**src/rtl/store_align_issue.sv**
```systemverilog
// Store issue: align-check, lane-replicate and strobe one store, then run one write on the data SRAM bus.
// Accept->req 1 cycle, st_done the cycle after data_ok; st_ready only in IDLE, so one store in flight at a time.
module store_align_issue #(
  parameter int unsigned TIMEOUT = 255,
  parameter int unsigned CNT_W   = 8
) (
  input  logic        clk,
  input  logic        rst,
  input  logic        st_valid,
  input  logic [2:0]  st_type,
  input  logic [31:0] st_addr,
  input  logic [31:0] st_data,
  input  logic        flush,
  output logic        st_ready,
  output logic        st_done,
  output logic        ades,
  output logic [31:0] badvaddr,
  output logic        bus_err,
  output logic        data_sram_req,
  output logic        data_sram_wr,
  output logic [1:0]  data_sram_size,
  output logic [31:0] data_sram_addr,
  output logic [31:0] data_sram_wdata,
  output logic [3:0]  data_sram_wstrb,
  input  logic        data_sram_addr_ok,
  input  logic        data_sram_data_ok
);

  typedef enum logic [1:0] {S_IDLE, S_REQ, S_WAIT} state_e;

  localparam bit              TO_EN    = (TIMEOUT != 0);
  localparam logic [CNT_W-1:0] CNT_LAST = CNT_W'(TIMEOUT - 1);

  state_e            state_q, state_d;
  logic [31:0]       addr_q, addr_d;
  logic [31:0]       wdata_q, wdata_d;
  logic [3:0]        wstrb_q, wstrb_d;
  logic [1:0]        size_q, size_d;
  logic [31:0]       badvaddr_q, badvaddr_d;
  logic [CNT_W-1:0]  cnt_q, cnt_d;
  logic              flushed_q, flushed_d;
  logic              st_done_q, st_done_d;
  logic              ades_q, ades_d;
  logic              bus_err_q, bus_err_d;

  logic        is_sb, is_sh, aligned;
  logic [31:0] lane_wdata;
  logic [3:0]  lane_wstrb;
  logic [1:0]  lane_size;

  // Any st_type other than sb/sh is treated as sw.
  always_comb begin
    is_sb = (st_type == 3'b000);
    is_sh = (st_type == 3'b010);
    aligned    = 1'b1;
    lane_wdata = st_data;
    lane_wstrb = 4'b1111;
    lane_size  = 2'd2;
    if (is_sb) begin
      lane_wdata = {4{st_data[7:0]}};
      lane_wstrb = 4'b0001 << st_addr[1:0];
      lane_size  = 2'd0;
    end else if (is_sh) begin
      aligned    = ~st_addr[0];
      lane_wdata = {2{st_data[15:0]}};
      lane_wstrb = st_addr[1] ? 4'b1100 : 4'b0011;
      lane_size  = 2'd1;
    end else begin
      aligned    = (st_addr[1:0] == 2'b00);
    end
  end

  always_comb begin
    state_d    = state_q;
    addr_d     = addr_q;
    wdata_d    = wdata_q;
    wstrb_d    = wstrb_q;
    size_d     = size_q;
    badvaddr_d = badvaddr_q;
    cnt_d      = cnt_q;
    flushed_d  = flushed_q;
    st_done_d  = 1'b0;
    ades_d     = 1'b0;
    bus_err_d  = 1'b0;
    unique case (state_q)
      S_IDLE: begin
        flushed_d = 1'b0;
        if (st_valid && !flush) begin
          if (aligned) begin
            state_d = S_REQ;
            addr_d  = st_addr;
            wdata_d = lane_wdata;
            wstrb_d = lane_wstrb;
            size_d  = lane_size;
          end else begin
            ades_d     = 1'b1;
            badvaddr_d = st_addr;
          end
        end
      end
      S_REQ: begin
        if (data_sram_addr_ok) begin
          state_d   = S_WAIT;
          cnt_d     = '0;
          flushed_d = flushed_q | flush;
        end else if (flush) begin
          state_d   = S_IDLE;
          flushed_d = 1'b0;
        end
      end
      S_WAIT: begin
        flushed_d = flushed_q | flush;
        if (data_sram_data_ok) begin
          // A flush arriving with data_ok still suppresses the completion.
          state_d   = S_IDLE;
          st_done_d = ~(flushed_q | flush);
          flushed_d = 1'b0;
        end else if (TO_EN && cnt_q == CNT_LAST) begin
          state_d   = S_IDLE;
          bus_err_d = 1'b1;
          flushed_d = 1'b0;
        end else if (cnt_q != {CNT_W{1'b1}}) begin
          cnt_d = cnt_q + 1'b1;
        end
      end
      default: state_d = S_IDLE;
    endcase
  end

  always_ff @(posedge clk or posedge rst) begin
    if (rst) begin
      state_q    <= S_IDLE;
      addr_q     <= '0;
      wdata_q    <= '0;
      wstrb_q    <= '0;
      size_q     <= '0;
      badvaddr_q <= '0;
      cnt_q      <= '0;
      flushed_q  <= 1'b0;
      st_done_q  <= 1'b0;
      ades_q     <= 1'b0;
      bus_err_q  <= 1'b0;
    end else begin
      state_q    <= state_d;
      addr_q     <= addr_d;
      wdata_q    <= wdata_d;
      wstrb_q    <= wstrb_d;
      size_q     <= size_d;
      badvaddr_q <= badvaddr_d;
      cnt_q      <= cnt_d;
      flushed_q  <= flushed_d;
      st_done_q  <= st_done_d;
      ades_q     <= ades_d;
      bus_err_q  <= bus_err_d;
    end
  end

  assign st_ready        = (state_q == S_IDLE);
  assign st_done         = st_done_q;
  assign ades            = ades_q;
  assign badvaddr        = badvaddr_q;
  assign bus_err         = bus_err_q;
  assign data_sram_req   = (state_q == S_REQ);
  assign data_sram_wr    = (state_q == S_REQ);
  assign data_sram_size  = size_q;
  assign data_sram_addr  = addr_q;
  assign data_sram_wdata = wdata_q;
  assign data_sram_wstrb = wstrb_q;

endmodule

```
**config.mk**
```make
export PLATFORM = sky130hd
export DESIGN_NAME = store_align_issue
export DESIGN_NICKNAME = d
export VERILOG_FILES = /design/src/rtl/store_align_issue.sv
export SDC_FILE = /design/constraint.sdc
export NUM_CORES = 1
export LEC_CHECK = 0
export ABC_AREA = 1
export CAP_MARGIN = 20
export CELL_PAD_IN_SITES_DETAIL_PLACEMENT = 0
export CELL_PAD_IN_SITES_GLOBAL_PLACEMENT = 1
export CORE_MARGIN = 1
export CORE_UTILIZATION = 33
export DETAILED_ROUTE_END_ITERATION = 6
export GPL_TIMING_DRIVEN = 1
export HOLD_SLACK_MARGIN = 0.12
export PLACE_DENSITY = 0.86
export SETUP_SLACK_MARGIN = 0.05
export SYNTH_ARGS = -nofsm -noshare
export SYNTH_HDL_FRONTEND = slang
export SYNTH_SLANG_ARGS = --single-unit
```
**constraint.sdc**
```tcl
create_clock -name clk -period 4.3 [get_ports clk]
set_clock_uncertainty 0.15 [all_clocks]
set_input_delay 0.645 -clock clk [delete_from_list [all_inputs] [get_ports clk]]
set_output_delay 0.645 -clock clk [all_outputs]
set_load 0.005 [all_outputs]
```
; ---- Word level (Yosys, flattened, before mapping)
; Index checks and enable logic that the tools add are counted.
[op_classes]
n_shift = 1
add_sub_neg = 1
reduce_logical = 12
muxes = 34
n_bitwise = 4
n_eq_ne = 13
[ops]
columns = op, n
row1 = 32-bit two-way mux, 2
row2 = 8-bit two-way mux, 4
row3 = 2-bit two-way mux, 8
row4 = 8-bit one-hot mux with 2 select lines, 1
row5 = 1-bit two-way mux, 14
row6 = 4-bit two-way mux, 3
row7 = "8-bit by 1-bit adder with 8-bit output, second input constant", 1
row8 = "8-bit == test, second input constant", 1
row9 = "8-bit inequality test, second input constant", 1
row10 = "2-bit by 1-bit inequality test with 1-bit output, second input constant", 3
row11 = "2-bit inequality test, second input constant", 3
row12 = 2-bit one-hot mux with 3 select lines, 1
row13 = 3-bit AND reduction, 2
row14 = 5-bit AND reduction, 1
row15 = 2-bit zero test, 2
row16 = 4-bit AND reduction, 1
row17 = "1-bit by 2-bit << shifter with 4-bit output, first input constant", 1
row18 = "3-bit by 2-bit == test with 1-bit output, second input constant", 1
row19 = 3-bit zero test, 1
row20 = "3-bit by 2-bit inequality test with 1-bit output, second input constant", 1
row21 = "3-bit inequality test, second input constant", 1
row22 = 1-bit NOT, 3
row23 = 1-bit one-hot mux with 3 select lines, 1
row24 = 3-bit nonzero test, 1
row25 = 7 further kinds, 7
[totals]
elab_cells = 76
reg_bits = 116

; ---- Logic depth before layout (Yosys ltp)
; Gate-level depths: netlist of the first run.
[depth]
ltp_word = 6
ltp_mapped = 10
depth_no_buf = 9

; ---- Worst setup path after synthesis of the first run
; No wires, ideal clock.
[synth_timing]
path_type = input-to-reg
from = input port st_type[2]
to = register addr_q[1], in the netlist data_sram_addr[1]
stages = 10
arrival_ns = 1.514
path_slack_ns = 2.518
n_path_buf = 2
setup_time_ns = 0.119
t_required_ns = 4.031
cell_sequence = nor2_2 nand2_1 nand2_2 nand2_4 inv_2 nand2_4 buf_12 buf_6 nand2_2 o21ai_2
[synth_between]
elab_chain_len = 4
[synth_lines]
columns = element, line_no
row1 = from (decl), 10  ; input logic [2:0] st_type,
row2 = 3-bit by 2-bit == test with 1-bit output, 54  ; is_sh = (st_type == 3'b010);
row3 = 1-bit two-way mux, 63  ; end else if (is_sh) begin
row4 = 1-bit two-way mux *, 59  ; if (is_sb) begin
row5 = 3-bit AND reduction (no source line) *, n/a
row6 = to (signal assigned), 145  ; addr_q <= addr_d;
row7 = to (decl), 35  ; logic [31:0] addr_q, addr_d;
; Every way passes the cells marked *; elsewhere a longest branch is shown, timed or not.
; A chain may end at the register's enable or synchronous reset.

; ---- Final worst setup path of the first run
[layout_timing]
from = register state_q[0]
to = output port st_ready
[layout_between]
elab_chain_len = 1
[layout_lines]
columns = element, line_no
row1 = from (decl), 34  ; state_e state_q, state_d;
row2 = from (signal assigned), 144  ; state_q <= state_d;
row3 = 2-bit zero test, 158  ; assign st_ready = (state_q == S_IDLE);
row4 = to (decl), 14  ; output logic st_ready,
; No other way between the ends.

==> out/metrics.yaml, run 1 <==
setup_path:
  arrival_ps: 1900
  cp-end-kind: "output pin"
  cp.required_ps: 3500
  cp_max_fo: 9
  cp-start-kind: "flop"
  worstSetupPathType: "flop to output pin"
die:
  fp-row-count: 45
  io_pins: 181
  die_h_um: 129
  coreArea_um2: 15400
  initial_core_util_pct: 34.3
  dieArea_um2: 16600
  fp.dieW_um: 129
grt:
  grt_start_max_net_pins: 69
  grt_pass1_wl_um: 21300
  track_usage_pct: 16.9
  grt_pass1_vias: 4170
  antenna_found_initial: 0
  grt_remaining_overflow: 0
routing:
  drtIter0Drc: 203
  dr.pass1.iters: 4
  route.detailed.drc: 0
  wl_um: 13500
  via_per_inst: 4.39
  dr_total_vias: 4435
  avgRoutedWirePerCell_um: 13.4
  ant_nets: 0
cts:
  clk-insertion-delay-late_ps: 420
  clock_path_buffers: 2
  cts_tree: "done"
  numCtsBuffers: 17
  ctsResizeCount: 0
  cts_hold_buf: 0
  post-cts-setup-buffers: 0
  cts.sinks: 116
  h-tree-depth: 4
  cts-root-buf: "clkbuf_16"
  cts.clk_slew.worst_paths_ps: 60
synth:
  yosysSeqAreaShare_pct: 54.8
  ys_warn_count: 0
  synth_area_um2: 5300
  synth_cell_types: 27
  syn_area_per_cell_um2: 8.65
  synthArstFlopShare_pct: 100
  syn_nets: 691
  netlist_instances: 612
  synthTopCellsByArea: "dfrtp_1 55%, nand2_1 16%, o21ai_2 5.1%"
  synth-main-ff-cell: "dfrtp_1"
  synth_edf_count: 0
  synth_top_area_share_pct: 54.8
  yosys_register_bits: 116
  yosys.area.top_type: "dfrtp_1"
final_layout:
  num-nets-final: 866
  layout_common_cells: "232 x nand2_1, 180 x clkdlybuf4s50_1, 116 x dfrtp_1, 61 x inv_1, 34 x o21ai_0"
  area_growth_pct: 47.5
  diodes: 0
  drive_gt1_share_pct: 10.9
  design_area_um2: 7810
  layout_commonest_cell: "nand2_1"
power_and_ir_drop:
  vdd_drop_max_mv: 0.284
  power-per-cell-area_nw_per_um2: 658
  power_leakage_nw: 3.76
sta:
  finalSetupViolCount: 0
  period_share_pct: 62.6
  period_needed_ps: 2690
  fin_hold_ws_ps: 312
  drv_slew: 0
  final_hold_viol_count: 0
  rsz0062_at_grt: "no"
  relSlewSlack_pct: 41.9
  worst_slew_pin_slew_ps: 872
  fmax_mhz: 372
  setup-tns-final_ps: 0
placement:
  routabilityCongestion: 0.756
  place_area_um2: 7200
  portBuffers: 180
  hpwl_um: 9270
run_status:
  status: "complete, no violations"
min_path:
  min_path_type: "flop to flop"
run:
  max_cap_viol_count: 0
[layer usage]
layer  GRT usage (%)  wire length (um)  up-vias
met5               0                 0        -
met4            6.23               144        0
met3            5.78               976       15
met2            26.7              6170      139
li1                -                 -     2261
met1            21.4              6210     2020
[flip-flops by register name (all words and copies together), names as in the netlist]
register / flops
data_sram_wdata: 32
data_sram_addr: 32
bus_err: 1
cnt_q: 8
ades: 1
state_q: 2
st_done: 1
badvaddr: 32
data_sram_size: 2
flushed_q: 1
data_sram_wstrb: 4
[worst max-delay path: stages (launching register included)]
cell and delay [ps]:
dfrtp_1 400, inv_1 100, ha_1 380, clkdlybuf4s50_1 600
[Yosys cell counts (all sizes together), types with 3 or more instances]
cell type	n
nand2	245
buf	24
nor3	4
dfrtp	116
o21ai	87
nor2	23
nand3	24
o21bai	3
inv	64
a21oi	6
ha	6
clkbuf	4
[cells by family (layout without fill, tap and decap cells)]
group	count (synthesis)	count (layout)	share of synthesized area, %
AND/OR/NAND/NOR	299	299	23.1
XOR/XNOR	2	2	0.331
flip-flops	116	116	54.8
AO/OA/AOI/OAI	97	97	11.6
buffers and inverters	92	280	8.79
adder cells (fa/ha/maj)	6	6	1.42
[metrics by stage]
stage / setup WS (ps) / std cells / util [%] / power, W
after CTS: 1600 / 1011 / 50.6 / 0.00520
after detailed placement: 1330 / 979 / 46.7 / 0.00371
after global routing: 1500 / 1011 / 50.6 / 0.00547
after global placement: 1380 / 979 / 46.7 / 0.00368
final: 1610 / 1011 / 50.6 / 0.00514
after floorplan: 433 / 612 / - / 0.00252
[power breakdown]
part           total [W]  internal (W)  switching, W
sequential       0.00184       0.00157      0.000272
clock            0.00146      0.000944      0.000520
combinational    0.00183       0.00112      0.000707
[cell type report]
type                    instances  area (um2)
clock buffers                  21         460
clock inverters                11         151
fillers                      1516        7620
inverters                      64         243
multi-input cells             404        1930
flip-flops and latches        116        2900
well taps                     211         264
repair buffers                184        1860
[final timing paths]
kind,start,endpoint,slack [ps],depth (start not counted)
setup / recovery,state_q[0],st_ready,1610,3
hold / removal,flushed_q,st_done,310,1
setup reg to reg,state_q[0],data_sram_addr[23],2110,6
hold reg to reg,flushed_q,st_done,310,1
max in group asynchronous,rst,data_sram_wdata[21],2610,3
min in group asynchronous,rst,data_sram_addr[27],620,2
Power figures use the tool's default switching activity.
==> run 2, diff against run 1 <==
Settings changed: CORE_UTILIZATION 33 to 30, PLACE_DENSITY 0.86 to 0.83.
Clock period 4.3 ns to 2.3 ns, I/O delays scaled along.
==> out/metrics.yaml, run 2 (synthesis gave the netlist of run 1 again) <==
run_status:
  status: "complete, no violations"
cts:
  cts.sinks: 116
  ctsResizeCount: 0
  cts_hold_buf: 0
  cts.clk_slew.worst_paths_ps: 60
  clk-insertion-delay-late_ps: 410
  post-cts-setup-buffers: 0
  cts_tree: "done"
  h-tree-depth: 4
  cts-root-buf: "clkbuf_16"
  numCtsBuffers: 17
  clock_path_buffers: 2
power_and_ir_drop:
  vdd_drop_max_mv: 0.552
  power_leakage_nw: 3.84
  power-per-cell-area_nw_per_um2: 1210
final_layout:
  layout_commonest_cell: "nand2_1"
  diodes: 0
  layout_common_cells: "232 x nand2_1, 180 x clkdlybuf4s50_1, 116 x dfrtp_1, 61 x inv_1, 34 x o21ai_0"
  num-nets-final: 876
  area_growth_pct: 50.3
  drive_gt1_share_pct: 12.1
  postLayoutCoreUtil_pct: 46.2
grt:
  grt_pass1_wl_um: 22200
  grt_use_met1_pct: 20.3
  antenna_found_initial: 0
  track_usage_pct: 15.8
  top_usage_layer: "met2"
  grt_remaining_overflow: 0
  grtUsageMet2_pct: 24.9
  grt_util_met3_pct: 4.80
  grt_start_max_net_pins: 66
  grt_pass1_vias: 4389
run:
  max_cap_viol_count: 0
sta:
  finalSetupViolCount: 0
  setup-tns-final_ps: 0
  rsz0062_at_grt: "no"
  worst_slew_pin_slew_ps: 666
  period_share_pct: 93.7
  relSlewSlack_pct: 55.6
  fin_hold_ws_ps: 236
  setup_ws_ps: 144
  fmax_mhz: 464
  drv_slew: 0
  final_hold_viol_count: 0
  period_needed_ps: 2160
routing:
  route.detailed.drc: 0
  ant_nets: 0
  avgRoutedWirePerCell_um: 13.1
  drtIter0Drc: 236
  wl_um: 13600
  dr.pass1.iters: 6
  via_per_inst: 4.36
  dr_total_vias: 4510
setup_path:
  cp.required_ps: 1800
  worstSetupPathType: "flop to output pin"
  cp-start-kind: "flop"
  cp-end-kind: "output pin"
  cp_max_fo: 4
  arrival_ps: 1660
placement:
  portBuffers: 180
  hpwl_um: 9760
  routabilityCongestion: 0.758
  dp_slack_ps: 155
die:
  io_pins: 181
  fp.dieW_um: 135
  dieArea_um2: 18200
  fp-row-count: 48
  coreArea_um2: 17200
  die_h_um: 135
  initial_core_util_pct: 30.7
min_path:
  min_path_type: "input port to asynchronous set/reset pin"
-- run 2: cell types whose count changed in the layout (fill, tap and decap cells not counted) --
cell        change
buf_4           +6
buf_12          +4
clkinv_2        +3
clkbuf_8        +2
clkinv_4        -2
clkinvlp_4      -1
ha_1            -1
ha_2            +1
inv_4           -1
inv_6           -1
-- run 2: critical path: stages, from the launching register on --
cell and delay (ps):
dfrtp_1 400, inv_1 100, ha_2 240, clkdlybuf4s50_1 520
-- run 2: power by group --
group	internal [W]	switching [W]	leakage (nW)	total (W)
sequential	0.00294	0.000513	1.47	0.00345
combinational	0.00214	0.00133	2.07	0.00347
clock	0.00181	0.000912	0.299	0.00272
-- run 2: metal layers --
layer	wire length, um	share of wire [%]
met2	6170	45
met1	6180	46
met3	1010	7.4
met5	0	0
met4	216	1.6
-- run 2: stage by stage --
step / cell area (um2) / cells / total power (W)
6_report: 7960 / 1035 / 0.00964
5_1_grt: 7960 / 1035 / 0.0103
4_1_cts: 7960 / 1035 / 0.00978
3_5_place_dp: 7340 / 1003 / 0.00699
3_3_place_gp: 7340 / 1003 / 0.00693
2_1_floorplan: 5300 / 612 / 0.00471
-- run 2: final timing paths --
kind / cells after the start / slack, ps / to / startpoint
min reg2reg: 2 / 320 / data_sram_wdata[21] / data_sram_wdata[21]
max: 3 / 140 / data_sram_req / state_q[1]
max in group asynchronous: 3 / 1160 / badvaddr[10] / rst
min: 3 / 240 / cnt_q[5] / rst
max reg2reg: 6 / 510 / cnt_q[6] / cnt_q[1]
min in group clk: 2 / 320 / data_sram_wdata[21] / data_sram_wdata[21]
-- run 2: final cells by class --
type | count | area, um2
fillers | 1696 | 9280
flip-flops and latches | 116 | 2900
repair buffers | 194 | 1980
multi-input cells | 404 | 1930
clock buffers | 23 | 488
well taps | 225 | 282
inverters | 64 | 244
clock inverters | 9 | 125
